## config.mk

```make
export PLATFORM = sky130hd
export DESIGN_NAME = mux_nto1_stream
export DESIGN_NICKNAME = d
export VERILOG_FILES = /design/src/rtl/mux_pkg.sv /design/src/rtl/mux_nto1_stream_rr_grant.sv /design/src/rtl/mux_nto1_stream.sv
export SDC_FILE = /design/constraint.sdc
export NUM_CORES = 1
export LEC_CHECK = 0
export CAP_MARGIN = 20
export CORE_MARGIN = 8
export CORE_UTILIZATION = 40
export CTS_CLUSTER_SIZE = 25
export DETAILED_ROUTE_END_ITERATION = 10
export PLACE_DENSITY_LB_ADDON = 0.08
export SLEW_MARGIN = 10
export SYNTH_ARGS = -nofsm -noshare
export SYNTH_HDL_FRONTEND = slang
export SYNTH_HIERARCHICAL = 1
export SYNTH_SLANG_ARGS = --single-unit
```

## constraint.sdc

```tcl
create_clock -name clk -period 14.4 [get_ports clk]
set_input_delay 1.44 -clock clk [delete_from_list [all_inputs] [get_ports clk]]
set_output_delay 1.44 -clock clk [all_outputs]
set_load 0.05 [all_outputs]
```

## src/rtl/mux_pkg.sv

```systemverilog
// Shared definitions for the stream selectors: mode encodings and the wrap-around
// first-set-bit scan used by round-robin arbiters.
package mux_pkg;

    localparam logic MODE_FIXED   = 1'b0;
    localparam logic MODE_RR      = 1'b1;
    localparam int   MAX_CHANNELS = 16;

    // Returns {found, index}: the first set bit of req[0..n-1] starting just after last.
    function automatic logic [4:0] first_set_wrap(
        input logic [MAX_CHANNELS-1:0] req,
        input logic [3:0]              last,
        input int                      n
    );
        logic       found;
        logic [3:0] idx;
        int         pos;
        found = 1'b0;
        idx   = '0;
        pos   = 0;
        for (int k = 1; k <= MAX_CHANNELS; k++) begin
            if (k <= n && !found) begin
                pos = (int'(last) + k) % n;
                if (req[pos]) begin
                    found = 1'b1;
                    idx   = 4'(pos);
                end
            end
        end
        return {found, idx};
    endfunction

endpackage

```

## src/rtl/mux_nto1_stream_rr_grant.sv

```systemverilog
// Combinational round-robin grant: one-hot grant plus encoded index of the winner,
// searching from the channel after the last winner.
module rr_grant
    import mux_pkg::*;
#(
    parameter  int CHANNELS = 8,
    localparam int SEL_W    = $clog2(CHANNELS)
) (
    input  logic [CHANNELS-1:0] req,
    input  logic [SEL_W-1:0]    last,
    output logic [CHANNELS-1:0] grant,
    output logic [SEL_W-1:0]    idx
);

    logic [MAX_CHANNELS-1:0] req_pad;
    logic [3:0]              last_pad;
    logic [4:0]              scan;

    assign req_pad  = MAX_CHANNELS'(req);
    assign last_pad = 4'(last);
    assign scan     = first_set_wrap(req_pad, last_pad, CHANNELS);
    assign idx      = SEL_W'(scan[3:0]);

    generate
        for (genvar gi = 0; gi < CHANNELS; gi++) begin : g_grant
            assign grant[gi] = scan[4] && (scan[3:0] == 4'(gi));
        end
    endgenerate

endmodule

```

## src/rtl/mux_nto1_stream.sv

```systemverilog
// N-to-1 valid/ready stream selector with fixed-select and round-robin modes,
// feeding a single registered output stage.
module mux_nto1_stream
    import mux_pkg::*;
#(
    parameter  int WIDTH    = 32,
    parameter  int CHANNELS = 8,
    localparam int SEL_W    = $clog2(CHANNELS)
) (
    input  logic                      clk,
    input  logic                      rst_n,
    input  logic [CHANNELS*WIDTH-1:0] in_data,
    input  logic [CHANNELS-1:0]       in_valid,
    output logic [CHANNELS-1:0]       in_ready,
    input  logic                      mode,
    input  logic [SEL_W-1:0]          sel,
    output logic [WIDTH-1:0]          out_data,
    output logic [SEL_W-1:0]          out_chan,
    output logic                      out_valid,
    input  logic                      out_ready
);

    logic [WIDTH-1:0]    out_data_q, out_data_d;
    logic [SEL_W-1:0]    out_chan_q, out_chan_d;
    logic                out_valid_q, out_valid_d;
    logic [SEL_W-1:0]    last_q, last_d;

    logic [CHANNELS-1:0] fixed_grant;
    logic [CHANNELS-1:0] rr_grant_vec;
    logic [SEL_W-1:0]    rr_idx;
    logic [CHANNELS-1:0] grant;
    logic [SEL_W-1:0]    grant_idx;
    logic [WIDTH-1:0]    grant_data;
    logic                can_load;
    logic                xfer;

    // An out-of-range sel never matches any channel, so it yields no grant.
    generate
        for (genvar gi = 0; gi < CHANNELS; gi++) begin : g_fixed
            assign fixed_grant[gi] = in_valid[gi] && (sel == SEL_W'(gi));
        end
    endgenerate

    rr_grant #(.CHANNELS(CHANNELS)) u_rr_grant (
        .req   (in_valid),
        .last  (last_q),
        .grant (rr_grant_vec),
        .idx   (rr_idx)
    );

    assign grant     = (mode == MODE_RR) ? rr_grant_vec : fixed_grant;
    assign grant_idx = (mode == MODE_RR) ? rr_idx : sel;
    assign can_load  = !out_valid_q || out_ready;
    assign xfer      = (|grant) && can_load;
    assign in_ready  = grant & {CHANNELS{can_load && rst_n}};

    always_comb begin
        grant_data = '0;
        for (int i = 0; i < CHANNELS; i++) begin
            if (grant[i]) grant_data = in_data[i*WIDTH +: WIDTH];
        end
    end

    always_comb begin
        out_data_d  = out_data_q;
        out_chan_d  = out_chan_q;
        out_valid_d = out_valid_q;
        last_d      = last_q;
        if (xfer) begin
            out_data_d  = grant_data;
            out_chan_d  = grant_idx;
            out_valid_d = 1'b1;
            if (mode == MODE_RR) last_d = grant_idx;
        end else if (out_ready) begin
            out_valid_d = 1'b0;
        end
    end

    // Pointer resets to the top channel so channel 0 wins the first round-robin scan.
    always_ff @(posedge clk or negedge rst_n) begin
        if (!rst_n) begin
            out_data_q  <= '0;
            out_chan_q  <= '0;
            out_valid_q <= 1'b0;
            last_q      <= SEL_W'(CHANNELS - 1);
        end else begin
            out_data_q  <= out_data_d;
            out_chan_q  <= out_chan_d;
            out_valid_q <= out_valid_d;
            last_q      <= last_d;
        end
    end

    assign out_data  = out_data_q;
    assign out_chan  = out_chan_q;
    assign out_valid = out_valid_q;

endmodule
```

==> out/metrics.cfg, run 1 <==
[outcome]
status=finished, final reports clean

[run]
maxCapViolCount=0

[logic_synthesis]
synth_top_family_by_area=compound AO/OA/AOI/OAI gates
yosys.area_share.xor_xnor_pct=0.7602
synth_fa_ha_area_share_pct=0.5430
synth_compound_area_share_pct=50.80
ys_ff_latch=39
yosysWarningCount=6
syn_avg_cell_area_um2=8.303
syn_inst=555
yosysSeqAreaShare_pct=21.26
synth_edf_count=0
synth_ff_type=dfrtp_1
synth_cell_type_count=60
synthArstFlopShare_pct=100.0
synthSimpleGateAreaFrac_pct=11.05
synth_fp_nets=828
synth_area_um2=4608
muxShareOfSynthArea_pct=9.042

[grt]
overflow=0
antenna_found_initial=1
grt_max_degree=68
grt_pass1_wl_um=38380
grt_pass1_vias=6588
groute.usage.overall_pct=32.41

[sta]
max_slew_margin_pct=36.33
hold_violations=0
worstMarginPinSlew_ns=0.9528
finalCritPeriodShare_pct=50.63
tns_ns=0
period_minus_slack_ns=7.291
rsz0062_at_grt=false
drv_slew=0
setup_viol=0
fmax_mhz=137.2
finalClockSkew_ns=0.006277

[floorplanning]
rows=39
die-area_um2=15210
core-area_um2=11320
die_x_um=123.3
die_h_um=123.3
io_pins=315
initial_core_util_pct=40.71

[finish]
nets=1100
mostFrequentLayoutCell=clkdlybuf4s50_1
drive_above_1_share_pct=6.159
final_cell_mix=clkdlybuf4s50_1, a211oi_1, nor2_1
area_growth_pct=72.77

[clocking]
clkTransAtPathRegs_ns=0.06
cts_buffers=5
cts_tree=done
holdBufCountCts=0
cts_setup_buffers=0
ctsResizeCount=0
cts_buffer_depth=2
htree_num_levels=2
clock-sinks=39
clock_latency_ns=0.28
cts_root_buf=clkbuf_16

[place]
gp_congestion=0.9431
port_buffers=314
hpwl_um=19410

[worst_hold_path]
holdPathStages=1
min_from=out_data[17]
worstHoldEndpoint=out_data[17]
worstHoldPathType=flip-flop to flip-flop

[critical_path]
crit_buf_inv=3
cpMaxStageDelayCell=clkdlybuf4s50_1
rr_startpoint=last_q[0]
worstPathRequired_ns=12.96
crit_path_start_kind=primary input
cpMostUsedCell=clkdlybuf4s50_1
rrSetupSlack_ns=8.09
r2r-end=out_data[28]
path_cells=clkdlybuf4s50_1, mux4_2, mux2i_1, nand4_1, a21oi_2, a31oi_1, a22oi_4, nor3_1, a32oi_4, buf_4, nor2_1, clkdlybuf4s50_1
worst_r2r_path_depth=18
slowest_delay_ns=0.73
cp-end-kind=output port
critPathKind=primary input to output port
critical_path.max_fanout=67
crit_family=buffers and inverters
cp.depth=12
arrival_ns=5.85

[drt]
ant_nets=0
viasPerCell=6.741
wl_per_cell_um=26.53
drt_iter0_markers=838
first_pass_iters=6
routed_wl_um=25790
vias=6552
drcViolationCount=0

[pwr]
p_total_w=0.002775
p_per_area_nw_per_um2=348.6
p_int_w=0.001240
swShare_pct=55.33
p_leak_nw=2.877
clkPwrFrac_pct=3.9
seq_power_share_pct=9.1
p_sw_w=0.001535
p_comb_share_pct=87.1
peakVddDrop_mv=0.2488

metrics by stage:
stage	cell area, um2	hold WS (ns)	util, %	cells	worst slack (ns)
after floorplan	4608	0.6355	-	555	8.465
after global placement	7821	0.4925	69.09	963	7.376
after detailed placement	7821	0.4963	69.09	963	7.280
after CTS	7959	0.5094	70.30	971	7.275
after global routing	7961	0.5218	70.32	972	6.995
final	7961	0.5067	70.32	972	7.109
worst max path at each step:
stage                       end  slack [ns]         from
floorplan           in_ready[7]        8.46  in_valid[1]
finish              in_ready[4]        7.11  in_valid[3]
detailed placement  in_ready[4]        7.28  in_valid[3]
CTS                 in_ready[4]        7.27  in_valid[3]
global route        in_ready[4]        6.99  in_valid[3]
global placement    in_ready[4]        7.38  in_valid[6]
power groups by stage:
| stage | registers [W] | logic (W) | clock network [W] |
|---|---|---|---|
| 6_report | 0.000252 | 0.00242 | 0.000107 |
| 5_1_grt | 0.000262 | 0.00259 | 0.000112 |
| 4_1_cts | 0.000251 | 0.00239 | 0.000108 |
| 3_5_place_dp | 0.000252 | 0.00238 | 0 |
| 3_3_place_gp | 0.000250 | 0.00233 | 0 |
| 2_1_floorplan | 0.000408 | 0.00160 | 0 |
layer usage:
| metal | share of wire (%) | vias to the layer above | global-route usage, % |
|---|---|---|---|
| met3 | 12 | 92 | 9.909 |
| met2 | 48 | 485 | 55.15 |
| met5 | 0 | - | 0 |
| met1 | 36 | 3105 | 37.07 |
| met4 | 4.6 | 0 | 13.47 |
| li1 | - | 2870 | - |
sequential cells by signal (all words and copies together), names as in the netlist:
name,flops
last_q,3
out_chan,3
out_data,32
out_valid,1
cells by family after synthesis:
logic type,after synthesis
compound gates,301
simple gates,110
buf+inv,72
flops,39
mux,27
xor+xnor,4
fa+ha+maj,2
cells in the mapped netlist (all sizes together), types with 2 or more instances:
library cell | n | area (um2)
clkbuf | 43 | 161.4
a21oi | 10 | 53.80
mux4 | 9 | 210.2
a32oi | 5 | 62.56
mux2i | 13 | 150.2
o21ai | 39 | 202.7
nor2 | 54 | 202.7
inv | 9 | 33.78
a22o | 33 | 289.0
xor2 | 2 | 17.52
o22ai | 34 | 212.7
buf | 20 | 106.3
and3 | 4 | 25.02
o22a | 32 | 280.3
nand4 | 4 | 25.02
nand3 | 3 | 15.01
dfstp | 3 | 78.83
a211oi | 66 | 495.5
xnor2 | 2 | 17.52
nor3 | 5 | 25.02
a22oi | 4 | 43.79
nor4b | 3 | 38.79
and2 | 3 | 18.77
o211ai | 2 | 15.01
nand2 | 23 | 86.33
o221ai | 32 | 280.3
nor2b | 5 | 31.28
a311o | 2 | 20.02
ha | 2 | 25.02
mux2 | 5 | 56.30
nand2b | 3 | 18.77
dfrtp | 36 | 900.9
a221oi | 32 | 280.3
area by class of cell:
cell class | count | area, um2
sequential | 39 | 979.7
antenna | 1 | 2.502
clock inverter | 1 | 5.005
fill | 922 | 3359
clock buffer | 7 | 132.6
multi-input combinational | 444 | 3386
tap | 143 | 178.9
timing repair buffer | 328 | 3243
inverter | 9 | 33.78
Note: power is estimated with default switching activity, not from simulation.
==> run 2: changes to the inputs <==
--- a/config.mk
+++ b/config.mk
@@ -7,7 +7,7 @@
 export LEC_CHECK = 0
 export CAP_MARGIN = 20
 export CORE_MARGIN = 8
-export CORE_UTILIZATION = 40
+export CORE_UTILIZATION = 37
 export CTS_CLUSTER_SIZE = 25
 export DETAILED_ROUTE_END_ITERATION = 10
 export PLACE_DENSITY_LB_ADDON = 0.08
==> constraint.sdc (replaced) <==
create_clock -name clk -period 6.75 [get_ports clk]
set_input_delay 0.675 -clock clk [delete_from_list [all_inputs] [get_ports clk]]
set_output_delay 0.675 -clock clk [all_outputs]
set_load 0.05 [all_outputs]
==> run 2 against run 1 <==
Register-to-register slack got worse by 7.2 ns; count of clock-buffer cells in the layout fell by 2; via count fell by 2.0%; flip-flop and latch count did not move; routed wire length rose by 1.7%; non-clock buffer count rose by 3; largest cell class unchanged; largest power group unchanged.
==> out/metrics.cfg, run 2 (synthesis gave the netlist of run 1 again) <==
[finish]
area_growth_pct=74.94  ; was 72.77%
n_antenna_cell=0  ; was 1
seqCellArea_um2=979.7  ; unchanged
fill_cells=1055  ; was 922
largest_reg_flops=32  ; unchanged
drive_above_1_share_pct=6.739  ; was 6.159%
nets=1103  ; was 1100
multiInputGateArea_um2=3388  ; was 3386 um2
final_cell_mix=clkdlybuf4s50_1, a211oi_1, nor2_1  ; unchanged
utilization_pct=66.56  ; was 70.32%
mostFrequentLayoutCell=clkdlybuf4s50_1  ; unchanged

[pwr]
p_leak_nw=2.909  ; was 2.877 nW
p_per_area_nw_per_um2=753.4  ; was 348.6 nW/um2
peakVddDrop_mv=0.4442  ; was 0.2488 mV

[clocking]
clock-sinks=39  ; unchanged
cts_buffer_depth=2  ; unchanged
holdBufCountCts=0  ; unchanged
htree_num_levels=2  ; unchanged
ctsResizeCount=0  ; unchanged
cts_root_buf=clkbuf_16  ; unchanged
clkTransAtPathRegs_ns=0.06  ; about the same
cts_tree=done  ; unchanged
cts_buffers=5  ; unchanged
cts_setup_buffers=0  ; unchanged
clock_latency_ns=0.29  ; was 0.28 ns

[critical_path]
rr_startpoint=last_q[0]  ; unchanged
rrSetupSlack_ns=0.88  ; was 8.09 ns
critical_path.max_fanout=19  ; was 67
crit_path_start_kind=flip-flop  ; was primary input
arrival_ns=5.44  ; was 5.85 ns
worstPathRequired_ns=6.07  ; was 12.96 ns
critPathKind=flip-flop to output port  ; was primary input to output port
cp-end-kind=output port  ; unchanged
worst_r2r_path_depth=16  ; was 18
r2r-end=out_data[25]  ; was out_data[28]

[drt]
drt_iter0_markers=546  ; was 838
drcViolationCount=0  ; unchanged
routed_wl_um=26220  ; was 25790 um
vias=6423  ; was 6552
wl_per_cell_um=26.25  ; was 26.53 um
viasPerCell=6.429  ; was 6.741
first_pass_iters=5  ; was 6
ant_nets=0  ; unchanged

[worst_hold_path]
worstHoldPathType=primary input to asynchronous set/reset pin  ; was flip-flop to flip-flop

[grt]
grt_max_degree=50  ; was 68
overflow=0  ; unchanged
groute.usage.overall_pct=30.85  ; was 32.41%
grt_pass1_vias=6577  ; was 6588
grt_pass1_wl_um=39330  ; was 38380 um
antenna_found_initial=0  ; was 1

[sta]
setup_viol=0  ; unchanged
tns_ns=0  ; unchanged
drv_slew=0  ; unchanged
finalCritPeriodShare_pct=90.60
period_minus_slack_ns=6.115
finalWorstSetupSlack_ns=0.6345  ; was 7.109 ns
hold_violations=0  ; unchanged
finalClockSkew_ns=0.004938  ; was 0.006277 ns
fmax_mhz=163.5
worstMarginPinSlew_ns=0.9725  ; was 0.9528 ns
rsz0062_at_grt=false  ; unchanged
max_slew_margin_pct=34.92  ; was 36.33%

[place]
hpwl_um=20380  ; was 19410 um
gp_congestion=0.9028  ; was 0.9431
port_buffers=314  ; unchanged
pre_cts_ws_ns=1.005  ; was 7.280 ns

[outcome]
status=finished, final reports clean  ; unchanged

[floorplanning]
io_pins=315  ; unchanged
initial_core_util_pct=38.05  ; was 40.71%
die_h_um=127.6  ; was 123.3 um
core-area_um2=12110  ; was 11320 um2
die-area_um2=16280  ; was 15210 um2
rows=40  ; was 39
die_x_um=127.6  ; was 123.3 um

[run]
maxCapViolCount=0  ; unchanged

## run 2: changes by cell type in the layout (fill, tap and decap cells not counted), sizes merged
| cell | delta |
|---|---|
| bufinv | +1 |
| clkbuf | -2 |
| diode | -1 |
| clkinv | -1 |
| clkinvlp | +1 |
| inv | +1 |
| buf | +3 |
## run 2: where the power goes
part           internal, W  switching [W]  leakage [nW]  total, W
logic              0.00215        0.00310          2.39   0.00525
clock network     0.000176       0.000105        0.0804  0.000281
registers         0.000415       0.000125         0.443  0.000541
## run 2: final cells by class
type                            instances  share of cell area [%]
Sequential cell                        39                   12.15
Clock buffer                            5                   1.552
Tap cell                              168                   2.607
Inverter                                9                  0.4191
Multi-Input combinational cell        444                   42.03
Clock inverter                          3                  0.5743
Timing Repair Buffer                  331                   40.66
## run 2: stage by stage
stage | area, um2 | total power (W) | instances | hold WS (ns)
final | 8061 | 0.006074 | 999 | 0.4585
after global routing | 8061 | 0.006496 | 999 | 0.5202
after CTS | 8061 | 0.006029 | 999 | 0.4826
after floorplan | 4608 | 0.004285 | 555 | 0.3794
after detailed placement | 7890 | 0.005732 | 991 | 0.4972
after global placement | 7890 | 0.005613 | 991 | 0.4903
## run 2: how the worst max path moves through the flow
stage,startpoint,end
global placement,in_valid[6],in_ready[7]
global route,last_q[0],in_ready[7]
CTS,last_q[0],in_ready[7]
detailed placement,last_q[0],out_data[20]
finish,last_q[0],in_ready[7]
floorplan,last_q[0],in_ready[7]
## run 2: critical path, cell delays in order (launching register included)
cell             delay, ns
dfstp_2               0.80
inv_1                 0.12
ha_1                  0.62
mux4_1                0.45
mux2i_2               0.33
nand4_1               0.18
a21oi_2               0.32
a31oi_1               0.19
a22oi_4               0.36
and3_1                0.21
nand2_1               0.10
o21a_1                0.43
nor2_1                0.18
clkdlybuf4s50_1       0.85
## run 2: per-layer routing
metal	GRT usage, %	vias up	share of wire, %
li1	-	2864	-
met1	35.66	3107	39
met2	53.68	395	49
met3	8.777	57	9.1
met4	10.00	0	3.2
met5	0	-	0
